`config.mk`:
```
export PLATFORM = sky130hd
export DESIGN_NAME = sprite_mixer
export DESIGN_NICKNAME = d
export VERILOG_FILES = /design/src/rtl/sprite_mixer.sv
export SDC_FILE = /design/constraint.sdc
export NUM_CORES = 1
export LEC_CHECK = 0
export CORE_MARGIN = 3
export CORE_UTILIZATION = 30
export DETAILED_ROUTE_END_ITERATION = 8
export PLACE_DENSITY = 0.51
export SYNTH_ARGS = -nofsm -noshare
export SYNTH_HDL_FRONTEND = slang
export SYNTH_SLANG_ARGS = --single-unit
```
`constraint.sdc`:
```
create_clock -name clock -period 12.45 [get_ports clock]
set_input_delay 1.8675 -clock clock [delete_from_list [all_inputs] [get_ports clock]]
set_output_delay 1.8675 -clock clock [all_outputs]
set_load 0.01 [all_outputs]
```
`src/rtl/sprite_mixer.sv`:
```
// Two-stage sprite compositor: merges player/bullet/enemy layers over a background
// and counts bullet/enemy and player/enemy overlaps per frame, publishing at calc.
module sprite_mixer #(
  parameter int          H_ACTIVE  = 1920,
  parameter int          V_ACTIVE  = 1080,
  parameter logic [23:0] BLANK_RGB = 24'h000000
) (
  input  logic        clock,
  input  logic        reset,
  input  logic [11:0] display_col,
  input  logic [10:0] display_row,
  input  logic        calc,
  input  logic [24:0] bullet_color,
  input  logic [24:0] player_color,
  input  logic [24:0] enemy_color,
  input  logic [23:0] background,
  output logic [23:0] pixel_rgb,
  output logic [7:0]  bullet_hits,
  output logic [11:0] hit_col,
  output logic [10:0] hit_row,
  output logic        player_hit,
  output logic        frame_done
);

  localparam logic [11:0] H_LIM = 12'(H_ACTIVE);
  localparam logic [10:0] V_LIM = 11'(V_ACTIVE);

  typedef enum logic [1:0] {IDLE, ACTIVE, PUBLISH, BLANK} state_t;

  state_t      state_reg, state_next;
  logic [11:0] s1_col_reg;
  logic [10:0] s1_row_reg;
  logic        s1_calc_reg, s1_calc_prev_reg;
  logic [23:0] s1_bg_reg;
  logic [24:0] layer_in [3];   // index 0 has the highest priority
  logic [24:0] s1_layer [3];
  logic        s1_vis;
  logic [23:0] pixel_next;

  logic [7:0]  acc_hits_reg;
  logic [11:0] acc_col_reg;
  logic [10:0] acc_row_reg;
  logic        acc_player_reg;
  logic        acc_en, bullet_enemy, player_enemy;

  assign layer_in[0] = player_color;
  assign layer_in[1] = bullet_color;
  assign layer_in[2] = enemy_color;

  genvar gi;
  generate
    for (gi = 0; gi < 3; gi++) begin : g_layer
      logic [24:0] layer_reg;
      always_ff @(posedge clock or posedge reset) begin
        if (reset) layer_reg <= '0;
        else       layer_reg <= layer_in[gi];
      end
      assign s1_layer[gi] = layer_reg;
    end
  endgenerate

  // calc history resets high so a fresh calc-low period is needed before a frame counts
  always_ff @(posedge clock or posedge reset) begin
    if (reset) begin
      s1_col_reg       <= '0;
      s1_row_reg       <= '0;
      s1_calc_reg      <= 1'b1;
      s1_calc_prev_reg <= 1'b1;
      s1_bg_reg        <= '0;
    end else begin
      s1_col_reg       <= display_col;
      s1_row_reg       <= display_row;
      s1_calc_reg      <= calc;
      s1_calc_prev_reg <= s1_calc_reg;
      s1_bg_reg        <= background;
    end
  end

  assign s1_vis = !s1_calc_reg && (s1_col_reg < H_LIM) && (s1_row_reg < V_LIM);

  always_comb begin
    pixel_next = s1_bg_reg;
    for (int i = 2; i >= 0; i--) begin
      if (s1_layer[i][0]) pixel_next = s1_layer[i][24:1];
    end
    if (!s1_vis) pixel_next = BLANK_RGB;
  end

  always_comb begin
    state_next = state_reg;
    case (state_reg)
      IDLE:    if (!s1_calc_reg) state_next = ACTIVE;
      ACTIVE:  if (s1_calc_reg && !s1_calc_prev_reg) state_next = PUBLISH;
      PUBLISH: state_next = BLANK;
      BLANK:   if (!s1_calc_reg) state_next = ACTIVE;
      default: state_next = IDLE;
    endcase
  end

  always_ff @(posedge clock or posedge reset) begin
    if (reset) state_reg <= IDLE;
    else       state_reg <= state_next;
  end

  assign acc_en       = (state_reg == ACTIVE) && s1_vis;
  assign bullet_enemy = s1_layer[1][0] && s1_layer[2][0];
  assign player_enemy = s1_layer[0][0] && s1_layer[2][0];

  always_ff @(posedge clock or posedge reset) begin
    if (reset) begin
      acc_hits_reg   <= '0;
      acc_col_reg    <= '0;
      acc_row_reg    <= '0;
      acc_player_reg <= 1'b0;
    end else if (state_reg == PUBLISH) begin
      acc_hits_reg   <= '0;
      acc_col_reg    <= '0;
      acc_row_reg    <= '0;
      acc_player_reg <= 1'b0;
    end else if (acc_en) begin
      if (bullet_enemy) begin
        if (acc_hits_reg == 8'd0) begin
          acc_col_reg <= s1_col_reg;
          acc_row_reg <= s1_row_reg;
        end
        if (acc_hits_reg != 8'hFF) acc_hits_reg <= acc_hits_reg + 8'd1;
      end
      if (player_enemy) acc_player_reg <= 1'b1;
    end
  end

  // Results load on the edge entering PUBLISH so frame_done and the data align
  always_ff @(posedge clock or posedge reset) begin
    if (reset) begin
      pixel_rgb   <= BLANK_RGB;
      bullet_hits <= '0;
      hit_col     <= '0;
      hit_row     <= '0;
      player_hit  <= 1'b0;
      frame_done  <= 1'b0;
    end else begin
      pixel_rgb  <= pixel_next;
      frame_done <= (state_next == PUBLISH);
      if (state_next == PUBLISH) begin
        bullet_hits <= acc_hits_reg;
        hit_col     <= acc_col_reg;
        hit_row     <= acc_row_reg;
        player_hit  <= acc_player_reg;
      end
    end
  end

endmodule

```
Yosys cells after proc, flatten, opt, wreduce, memory -nomap -nowiden. Index checks and enable logic that the tools add are counted.

Logic and storage cells: 68. Bits in registers: 215. Output and inout port bits: 57. Bits of input ports: 125.

Magnitude comparators: 2. Reductions and logical operators: 19. Multiplexer cells: 22. Eq/ne operators: 5. $add $sub $neg: 1.

Operators by type and width (count): $mux W24 (4); $mux W12 (4); $mux W11 (4); $mux W8 (4); $lt A12 B11 Y1 const B (1); $lt A11 B11 Y1 const B (1); $reduce_bool A2 Y1 (5); $add A8 B1 Y8 const B (1); $logic_not A8 Y1 (1); $ne A8 B8 Y1 const B (1); $eq A2 B2 Y1 const B (3); $logic_and A1 B1 Y1 (6); $pmux W2 S3 (1); $reduce_and A3 Y1 (2); $mux W2 (2); $mux W1 (3); $eq A2 B1 Y1 const B (1); $logic_not A1 Y1 (2); $logic_not A2 Y1 (1); $reduce_and A2 Y1 (1); $reduce_or A2 Y1 (1).

Depth between registers and ports, before layout. Gate-level depths: netlist (run 1).

Depth in word-level cells: 6. Gate-level depth with buffers: 10. Gate-level depth less buffers: 7.

Worst setup path before layout (run 1). Ideal clock, no wire load.

Kind: register to output. From: reg bullet_hits[0]. To: out bullet_hits[0]. Stages on the path, launching flop included: 1. Buffers on the path: 0. Required time: 10.582 ns. Slack: 10.200 ns. Arrival: 0.383 ns. Cell sequence: dfrtp_1.

RTL lines: start, declared (line 18) `output logic [7:0] bullet_hits,`; start signal, assigned (line 145) `bullet_hits <= acc_hits_reg;`.

No word-level cell between the ends.

==> key figures, run 1 <==
Cells and area
  – Final non-filler cell total: around 1100
  – Layout overhead on the synthesized area: 40.8%
  – Sequential cell area: between 0.005 and 0.006 mm²
  – Multi-input logic area: between 0.0015 and 0.002 mm²
  – Nets: roughly 850
  – FILL cells: between 2000 and 2500
  – # diodes: 0
  – Final core utilization: 0.438
  – Share of cells above drive strength 1: 0.115
  – Max reg flops: 75

CTS
  – CTS tree: yes
  – Post-CTS setup buffers: 0
  – Cts bufs inserted: 25
  – CTS Buffer Depth: 3
  – Clk root buf: clkbuf_16
  – Clock Sinks: ~220
  – Clock latency on the worst-skew pair: 0.52 ns
  – Worst-path clk slew: 0.06 ns
  – # hold bufs at CTS: 0
  – Htree depth: 1
  – CTS resizes: 0

Setup path
  – Worst-path maximum fanout: 142
  – Crit Path Category: input port to asynchronous set/reset pin
  – Worst Path Required: 12.97 ns
  – CP max stage delay: 0.84 ns
  – Crit path launch type: input port
  – Cells along the critical path: clkdlybuf4s50_1 > inv_8 > buf_4
  – Worst reg-to-reg path cell count: 7
  – Slowest-stage cell, CP: buf_4
  – Worst EP arrival: 4.06 ns
  – Crit end category: asynchronous set/reset pin

Synthesis
  – Syn_area_per_cell: 13.9 µm²
  – Share of synthesized flip-flops with an asynchronous set or reset: 1.00
  – Post-synth top cells: dfrtp_1, nand2_1, mux2i_1, nor2_1, a21oi_1
  – Post-synthesis cell type count: 37
  – Primary FF master, synth: dfrtp_1
  – Synth Register Bits: 215
  – Area leader, netlist: dfrtp_1
  – Yosys warning total: 0
  – Post-Syn Instances: 536
  – Register area share after synthesis: 0.724
  – Synth top area share: 0.717
  – Count leader, synth: dfrtp_1
  – Area contributors post-synth: dfrtp_1, mux2i_1, mux2_2, nand2_1, a21oi_1
  – Number of synthesized flops with an enable pin: 0
  – Mapped Area: between 0.007 and 0.008 mm²
  – Synthesized Nets: 666

Power and ir drop
  – Leak Pwr: ~4.7 nW
  – VDD IR-drop max: between 0.1 and 0.15 mV
  – Pwr dens: 177 mW/mm²

Placement
  – Placed instance count: 1014
  – Routability cong.: 0.743
  – Buffers on Ports: 181
  – Detailed placement HPWL: 11.2 mm

Min path
  – Hold/Removal Path Class: flop to flop
  – Hold Path Stages: 0

Floorplan
  – Core ar.: 0.0239 mm²
  – Die Area: 0.0267 mm²
  – Initial Util: 0.311
  – Die X: 163 µm
  – Site Rows: 56
  – I/O pin cnt: 182
  – Die H: around 160 µm

Routing
  – Post-route ant nets: 0
  – First-pass detailed-route iteration total: 4
  – Met3 WL: ~1.7 mm
  – DRC errors left: 0
  – Routed wire length: between 15 and 20 mm
  – Avg WL per Cell: between 15 and 20 µm
  – Top layer in use: met5
  – Via Count: 4684
  – Via-to-Cell Ratio: 4.42
  – Wl on met1: 7.51 mm
  – 1st-iter DRT viols: ~210
  – Met2 routed WL: 7.77 mm

GRT
  – Global route overflow: 0
  – Global-route wire length before repair: 28.1 mm
  – Initial antenna violation count: 1
  – Vias in the first global route: 5258
  – GR Util All Layers: 0.132
  – Largest net degree at the start of global routing: around 140

Timing
  – RSZ-0062 raised after global routing: no
  – Final setup fails: 0
  – Min Tclk post-route: 3.54 ns
  – Final hold vios: 0
  – Slew Viols, Final: 0
  – TNS Setup: 0 ns
  – Slew @ Worst Pin: around 1.0 ns
  – Worst Skew: 0.0127 ns
  – Hold Slack: 0.406 ns
  – Max-slew headroom: 0.325
  – Maximum clock rate: 282 MHz
  – Post-route clock period utilization: 0.285

Run status
  – Status: finished, final reports clean

Run
  – Max-Cap Viols: 0
-- worst max-delay path: cells and delay by family --
family | cells | cell delay, ns
buf+inv | 3 | 1.94
-- metal layers --
layer | track usage | vias to the layer above
li1 | - | 2182
met1 | 0.172 | 2292
met2 | 0.206 | 176
met3 | 0.0535 | 32
met4 | 0.0350 | 2
met5 | 0 | -
-- cell usage in the layout (no fill, tap or decap), types with 4 or more instances in the layout --
| master | instances |
|---|---|
| a21oi_1 | 29 |
| buf_4 | 6 |
| bufinv_16 | 4 |
| clkbuf_1 | 4 |
| clkbuf_16 | 25 |
| clkbuf_8 | 7 |
| clkdlybuf4s50_1 | 181 |
| clkinv_2 | 5 |
| dfrtp_1 | 212 |
| ha_1 | 5 |
| inv_1 | 6 |
| mux2_1 | 7 |
| mux2_2 | 28 |
| mux2i_1 | 49 |
| nand2_1 | 73 |
| nand4_1 | 6 |
| nor2_1 | 32 |
| o21ai_0 | 26 |
-- final cells by class --
class                   instances  share of cell area
flip-flops and latches        215               0.515
multi-input cells             286               0.180
repair buffers                187               0.177
clock buffers                  36              0.0704
well taps                     319              0.0381
clock inverters                10              0.0158
inverters                       7             0.00323
-- power by group --
| group | internal [W] | switching, W |
|---|---|---|
| Clock | 0.000495 | 0.000283 |
| Sequential | 0.000757 | 0.0000315 |
| Combinational | 0.000145 | 0.000136 |
-- logic make-up after synthesis --
kind of cell / synth area share
flops: 0.724
fa+ha+maj: 0.00842
simple gates: 0.0803
buf+inv: 0.0221
mux: 0.119
compound gates: 0.0456
-- worst paths after layout --
check | start | to | slack [ns]
min in group asynchronous | reset | acc_row_reg[7] | 1.92
max in group clock | bullet_hits[6] | bullet_hits[6] | 9.11
setup / recovery | reset | hit_row[6] | 8.91
hold reg to reg | s1_calc_reg | s1_calc_prev_reg | 0.41
hold / removal | s1_calc_reg | s1_calc_prev_reg | 0.41
setup reg to reg | state_reg[0] | bullet_hits[4] | 9.57
-- per-stage QoR --
| step | setup slack [ns] | total power [W] | area (µm²) |
|---|---|---|---|
| 2_1_floorplan | 4.71 | 0.000960 | 7430 |
| 3_3_place_gp | 8.39 | 0.00108 | 9560 |
| 3_5_place_dp | 8.32 | 0.00109 | 9560 |
| 4_1_cts | 8.84 | 0.00188 | 10500 |
| 5_1_grt | 8.58 | 0.00194 | 10500 |
| 6_report | 8.91 | 0.00185 | 10500 |
No activity file was read; power rests on OpenSTA's default activity.
==> inputs of run 2 (changes only) <==
--- a/config.mk
+++ b/config.mk
@@ -8,7 +8,7 @@
 export CORE_MARGIN = 3
 export CORE_UTILIZATION = 30
 export DETAILED_ROUTE_END_ITERATION = 8
-export PLACE_DENSITY = 0.51
+export PLACE_DENSITY = 0.53
 export SYNTH_ARGS = -nofsm -noshare
 export SYNTH_HDL_FRONTEND = slang
 export SYNTH_SLANG_ARGS = --single-unit
==> constraint.sdc (replaced) <==
create_clock -name clock -period 3 [get_ports clock]
set_input_delay 0.45 -clock clock [delete_from_list [all_inputs] [get_ports clock]]
set_output_delay 0.45 -clock clock [all_outputs]
set_load 0.01 [all_outputs]
==> run 2 against run 1 <==
Hold slack got worse by 0.045 ns. Critical path depth increased by 3. Power rose to 4.0 times the previous value. Via count rose by 0.47%. Clock power grew to 3.8 times the previous value. Design area shrank 0.18%. Global-route usage rose by 0.16 points.
==> key figures, run 2 (same netlist as run 1, synthesis figures left out) <==
Timing
  – Final setup fails: 0
  – Post-route clock period utilization: 0.746
  – RSZ-0062 raised after global routing: no
  – Hold Slack: roughly 0.36 ns
  – Worst Skew: 0.0289 ns
  – Worst setup margin: 0.762 ns
  – Max-slew headroom: 0.443
  – Final hold vios: 0
  – Min Tclk post-route: between 2 and 2.5 ns
  – Slew Viols, Final: 0
  – Slew @ Worst Pin: roughly 0.84 ns
  – Maximum clock rate: between 400 and 500 MHz

Routing
  – Avg WL per Cell: 16.6 µm
  – 1st-iter DRT viols: approximately 250
  – DRC errors left: 0
  – Via Count: 4706
  – Via-to-Cell Ratio: 4.44
  – First-pass detailed-route iteration total: 6
  – Routed wire length: 17.6 mm
  – Post-route ant nets: 0

GRT
  – Global-route wire length before repair: approximately 28 mm
  – Initial antenna violation count: 1
  – Global route overflow: 0
  – GR Util All Layers: 0.134
  – Largest net degree at the start of global routing: ~110
  – Vias in the first global route: 5075

Floorplan
  – I/O pin cnt: 182
  – Site Rows: 56
  – Die Area: 0.0267 mm²
  – Die H: 163 µm
  – Core ar.: between 0.02 and 0.025 mm²
  – Die X: approximately 160 µm
  – Initial Util: 0.311

CTS
  – Clock Sinks: about 220
  – Htree depth: 1
  – CTS Buffer Depth: 3
  – Cts bufs inserted: 24
  – Post-CTS setup buffers: 0
  – CTS tree: yes
  – Clock latency on the worst-skew pair: 0.52 ns
  – CTS resizes: 0
  – Clk root buf: clkbuf_16
  – Worst-path clk slew: roughly 0.060 ns
  – # hold bufs at CTS: 0

Cells and area
  – # diodes: 0
  – Share of cells above drive strength 1: 0.117
  – Final non-filler cell total: between 1000 and 1500
  – Layout overhead on the synthesized area: 40.6%
  – Most frequent cells in the layout: dfrtp_1, clkdlybuf4s50_1, nand2_1
  – Nets: 853
  – Most common cell after layout, fill and taps aside: dfrtp_1
  – Sequential cell area: roughly 0.0054 mm²
  – Multi-input logic area: approximately 0.0019 mm²
  – FILL cells: 2208
  – Max reg flops: between 70 and 80

Power and ir drop
  – Sw frac: 0.247
  – Seq pwr share: 0.438
  – VDD IR-drop max: between 0.4 and 0.5 mV
  – Net Sw Power: 0.00185 W
  – Pwr dens: 715 mW/mm²
  – Leak Pwr: 4.65 nW
  – Clock power frac: 0.399
  – Combinational Power Share: 0.163
  – Internal power: roughly 0.0056 W

Placement
  – Placed instance count: 1016
  – Routability cong.: 0.748
  – Post-place setup slack: 0.779 ns
  – Buffers on Ports: 181
  – Detailed placement HPWL: 11.9 mm

Run status
  – Status: finished, final reports clean

Setup path
  – Crit Path Category: flop to flop
  – Slowest-stage cell, CP: or3_1
  – Crit path launch type: flop
  – CP max stage delay: 0.70 ns
  – Crit end category: flop
  – Worst-path maximum fanout: 23
  – Worst EP arrival: 2.63 ns
  – Worst Path Required: 3.39 ns
  – Cells along the critical path: inv_1 > ha_1 > nor4bb_1 > nand2_1 > or3_1 > and3_1

Run
  – Max-Cap Viols: 0

Min path
  – Hold/Removal Path Class: input port to flop
run 2: cell types whose count changed in the layout (fill, tap and decap cells not counted), sizes merged:
| cell | change |
|---|---|
| buf | +2 |
| bufinv | -2 |
| clkbuf | -1 |
| clkinvlp | +3 |
| inv | -2 |
run 2: per-stage QoR:
step	area [µm²]	util	power, W	setup TNS, ns
4_1_cts	10400	0.437	0.00760	0
3_3_place_gp	9610	0.402	0.00453	0
3_5_place_dp	9610	0.402	0.00457	0
5_1_grt	10400	0.437	0.00786	0
2_1_floorplan	7430	-	0.00398	-52.51
6_report	10400	0.437	0.00747	0
run 2: worst max-delay path: cells and delay by family (launching register included):
family                   cells  cell delay, ns
adder cells (fa/ha/maj)      1            0.16
buffers and inverters        1            0.10
flip-flops                   1            0.42
AND/OR/NAND/NOR              4            1.44
run 2: final cells by class:
type / count / area share
multi-input combinational: 286 / 0.181
timing repair buffer: 189 / 0.183
clock buffer: 35 / 0.0691
tap: 319 / 0.0382
clock inverter: 9 / 0.0107
inverter: 7 / 0.00287
sequential: 215 / 0.516
run 2: layer usage:
layer  vias to the layer above  global-route usage  routed length (µm)
li1                       2183                   -                   -
met1                      2320               0.163                7130
met2                       173               0.219                8320
met3                        28              0.0578                1830
met4                         2              0.0323                 338
met5                         -                   0                   7
run 2: final timing paths:
kind | start | end | slack (ns) | cells past startpoint
min reg2reg | s1_calc_reg | s1_calc_prev_reg | 0.39 | 0
max | acc_hits_reg[0] | acc_col_reg[11] | 0.76 | 6
max reg2reg | acc_hits_reg[0] | acc_col_reg[11] | 0.76 | 6
min in group asynchronous | reset | pixel_rgb[3] | 0.48 | 3
max in group asynchronous | reset | acc_col_reg[1] | 2.03 | 3
min | bullet_color[18] | g_layer[1].layer_reg[18] | 0.36 | 1
run 2: power by group through the flow:
stage               sequential, W  combinational (W)  clock (W)
finish                    0.00327            0.00122    0.00298
global route              0.00330            0.00134    0.00322
CTS                       0.00328            0.00124    0.00308
detailed placement        0.00333            0.00124          0
global placement          0.00332            0.00121          0
floorplan                 0.00333           0.000653          0
==> RTL edit (settings of run 2) <==
Reset style: synchronous (`reset`), changed in 5 clocked blocks.
--- a/src/rtl/sprite_mixer.sv
+++ b/src/rtl/sprite_mixer.sv
@@ -51,7 +51,7 @@
   generate
     for (gi = 0; gi < 3; gi++) begin : g_layer
       logic [24:0] layer_reg;
-      always_ff @(posedge clock or posedge reset) begin
+      always_ff @(posedge clock) begin
         if (reset) layer_reg <= '0;
         else       layer_reg <= layer_in[gi];
       end
@@ -60,7 +60,7 @@
   endgenerate
 
   // calc history resets high so a fresh calc-low period is needed before a frame counts
-  always_ff @(posedge clock or posedge reset) begin
+  always_ff @(posedge clock) begin
     if (reset) begin
       s1_col_reg       <= '0;
       s1_row_reg       <= '0;
@@ -97,7 +97,7 @@
     endcase
   end
 
-  always_ff @(posedge clock or posedge reset) begin
+  always_ff @(posedge clock) begin
     if (reset) state_reg <= IDLE;
     else       state_reg <= state_next;
   end
@@ -106,7 +106,7 @@
   assign bullet_enemy = s1_layer[1][0] && s1_layer[2][0];
   assign player_enemy = s1_layer[0][0] && s1_layer[2][0];
 
-  always_ff @(posedge clock or posedge reset) begin
+  always_ff @(posedge clock) begin
     if (reset) begin
       acc_hits_reg   <= '0;
       acc_col_reg    <= '0;
@@ -130,7 +130,7 @@
   end
 
   // Results load on the edge entering PUBLISH so frame_done and the data align
-  always_ff @(posedge clock or posedge reset) begin
+  always_ff @(posedge clock) begin
     if (reset) begin
       pixel_rgb   <= BLANK_RGB;
       bullet_hits <= '0;
Behaviour: differs if reset is asserted again (counterexample within 4 cycles, from zero or initial values and one cycle with reset high); with reset held inactive, the same outputs for 4 cycles.
==> RTL edit against run 2 <==
Sequential cell count unchanged. Worst setup slack improved by 0.25 ns. Global-route usage decreased by 0.18 points. Routed wire length decreased by 0.99%. Maximum frequency increased by 13%. Final area decreased by 2.7%. Count of clock-buffer cells in the layout unchanged. Synthesized area decreased by 1.7%.
Power is not compared: it rests on default switching activity, and its combinational part moved more than twofold at a synthesized area within 25%.
==> RTL edit: results (changes against run 2) <==
| Metric | Value |
|---|---|
| Relative slew slack | `37.7% (was 44.3%)` |
| Seq/Total Area, Yosys | `58.9% (was 72.4%)` |
| Routed len/inst | `14.5 um (was 16.6 um)` |
| Layout cell share with drive strength beyond 1 | `7.01% (was 11.7%)` |
| DP HPWL | `11400 um (was 11900 um)` |
| First-pass GRT wire length | `27800 um (was 28200 um)` |
| DRT Wirelength | `17400 um (was 17600 um)` |
| Hold Path Stages | `2 (was 1)` |
| Post-Synthesis Mean Instance Area | `10.5 um2 (was 13.9 um2)` |
| Fill count | `2355 (was 2208)` |
| Asr flop ratio synth | `0% (was 100%)` |
| Synth area leaders | `dfxtp_1 (59%), mux2i_1 (13%), nor2b_1 (11%) (was dfrtp_1 (72%), mux2i_1 (6.6%), mux2_2 (4.2%))` |
| R2R depth | `8 (was 6)` |
| Pre-CTS WS | `1.02 ns (was 0.779 ns)` |
| Pre-Repair DR Iteration Count | `4 (was 6)` |
| WL met3 | `906 um (was 1830 um)` |
| CP Data Arrival Time | `2.35 ns (was 2.63 ns)` |
| DR WL met2 | `8000 um (was 8320 um)` |
| Clk_skew | `0.0201 ns (was 0.0289 ns)` |
| Vias per inst | `4.21 (was 4.44)` |
| Outcome | `complete, no violations (unchanged)` |
| Gpl congestion | `0.732 (was 0.748)` |
| Metal-1 WL | `8120 um (was 7130 um)` |
| GRT Resource Usage Total | `13.2% (was 13.4%)` |
| Vias in the first global route | `4984 (was 5075)` |
| # placed instances | `1160 (was 1016)` |
| Cell variety after synth | `35 (was 37)` |
| Most frequent cells after synthesis | `dfxtp_1 (215), nor2b_1 (124), mux2i_1 (94), nor2_1 (80), nand2_1 (40) (was dfrtp_1 (213), nand2_1 (73), mux2i_1 (49), nor2_1 (32), a21oi_1 (29))` |
| Starting DRT DRC Count | `269 (was 253)` |
| Fin nets | `996 (was 853)` |
| Hold Crit Class | `flop to flop (was input port to flop)` |
==> RTL edit: metrics by stage <==
stage	power, mW	area (um2)
3_5_place_dp	3.59	9390
3_3_place_gp	3.58	9390
4_1_cts	6.44	10200
2_1_floorplan	3.34	7300
5_1_grt	6.60	10200
6_report	6.32	10200
==> RTL edit: cell families (layout without fill, tap and decap cells) <==
family                   Yosys count  after routing  share of synthesized area [%]
adder cells (fa/ha/maj)            4              4                          0.685
AO/OA/AOI/OAI                     46             46                           3.48
XOR/XNOR                           3              3                          0.360
AND/OR/NAND/NOR                  286            286                           20.5
multiplexers                      94             94                           12.9
buffers and inverters             46            237                           3.15
flip-flops                       215            215                           58.9
==> RTL edit: layout make-up <==
type | count | area share, %
multi-input cells | 433 | 27.3
inverters | 4 | 0.148
repair buffers | 189 | 18.6
clock buffers | 35 | 7.01
flip-flops and latches | 215 | 42.4
well taps | 319 | 3.93
clock inverters | 9 | 0.628
==> RTL edit: worst max-delay path, stage by stage, from the launching register on <==
cell and delay (ns):
dfxtp_1 0.33, inv_1 0.06, ha_1 0.26, nor2b_1 0.19
o21ai_0 0.15, a22oi_2 0.29, buf_12 0.28, mux2i_1 0.22
nor2_1 0.05
==> RTL edit: final timing paths <==
path,startpoint,end,slack (ns)
hold reg to reg,acc_col_reg[11],acc_col_reg[11],0.43
setup / recovery,state_reg[1],hit_col[8],1.01
hold / removal,acc_col_reg[11],acc_col_reg[11],0.43
setup reg to reg,state_reg[1],hit_col[8],1.01
==> RTL edit: routing by layer <==
metal | vias to the layer above | GRT usage (%)
li1 | 2607 | -
met1 | 2325 | 18.1
met2 | 108 | 20.7
met3 | 31 | 3.09
met4 | 2 | 3.88
met5 | - | 0
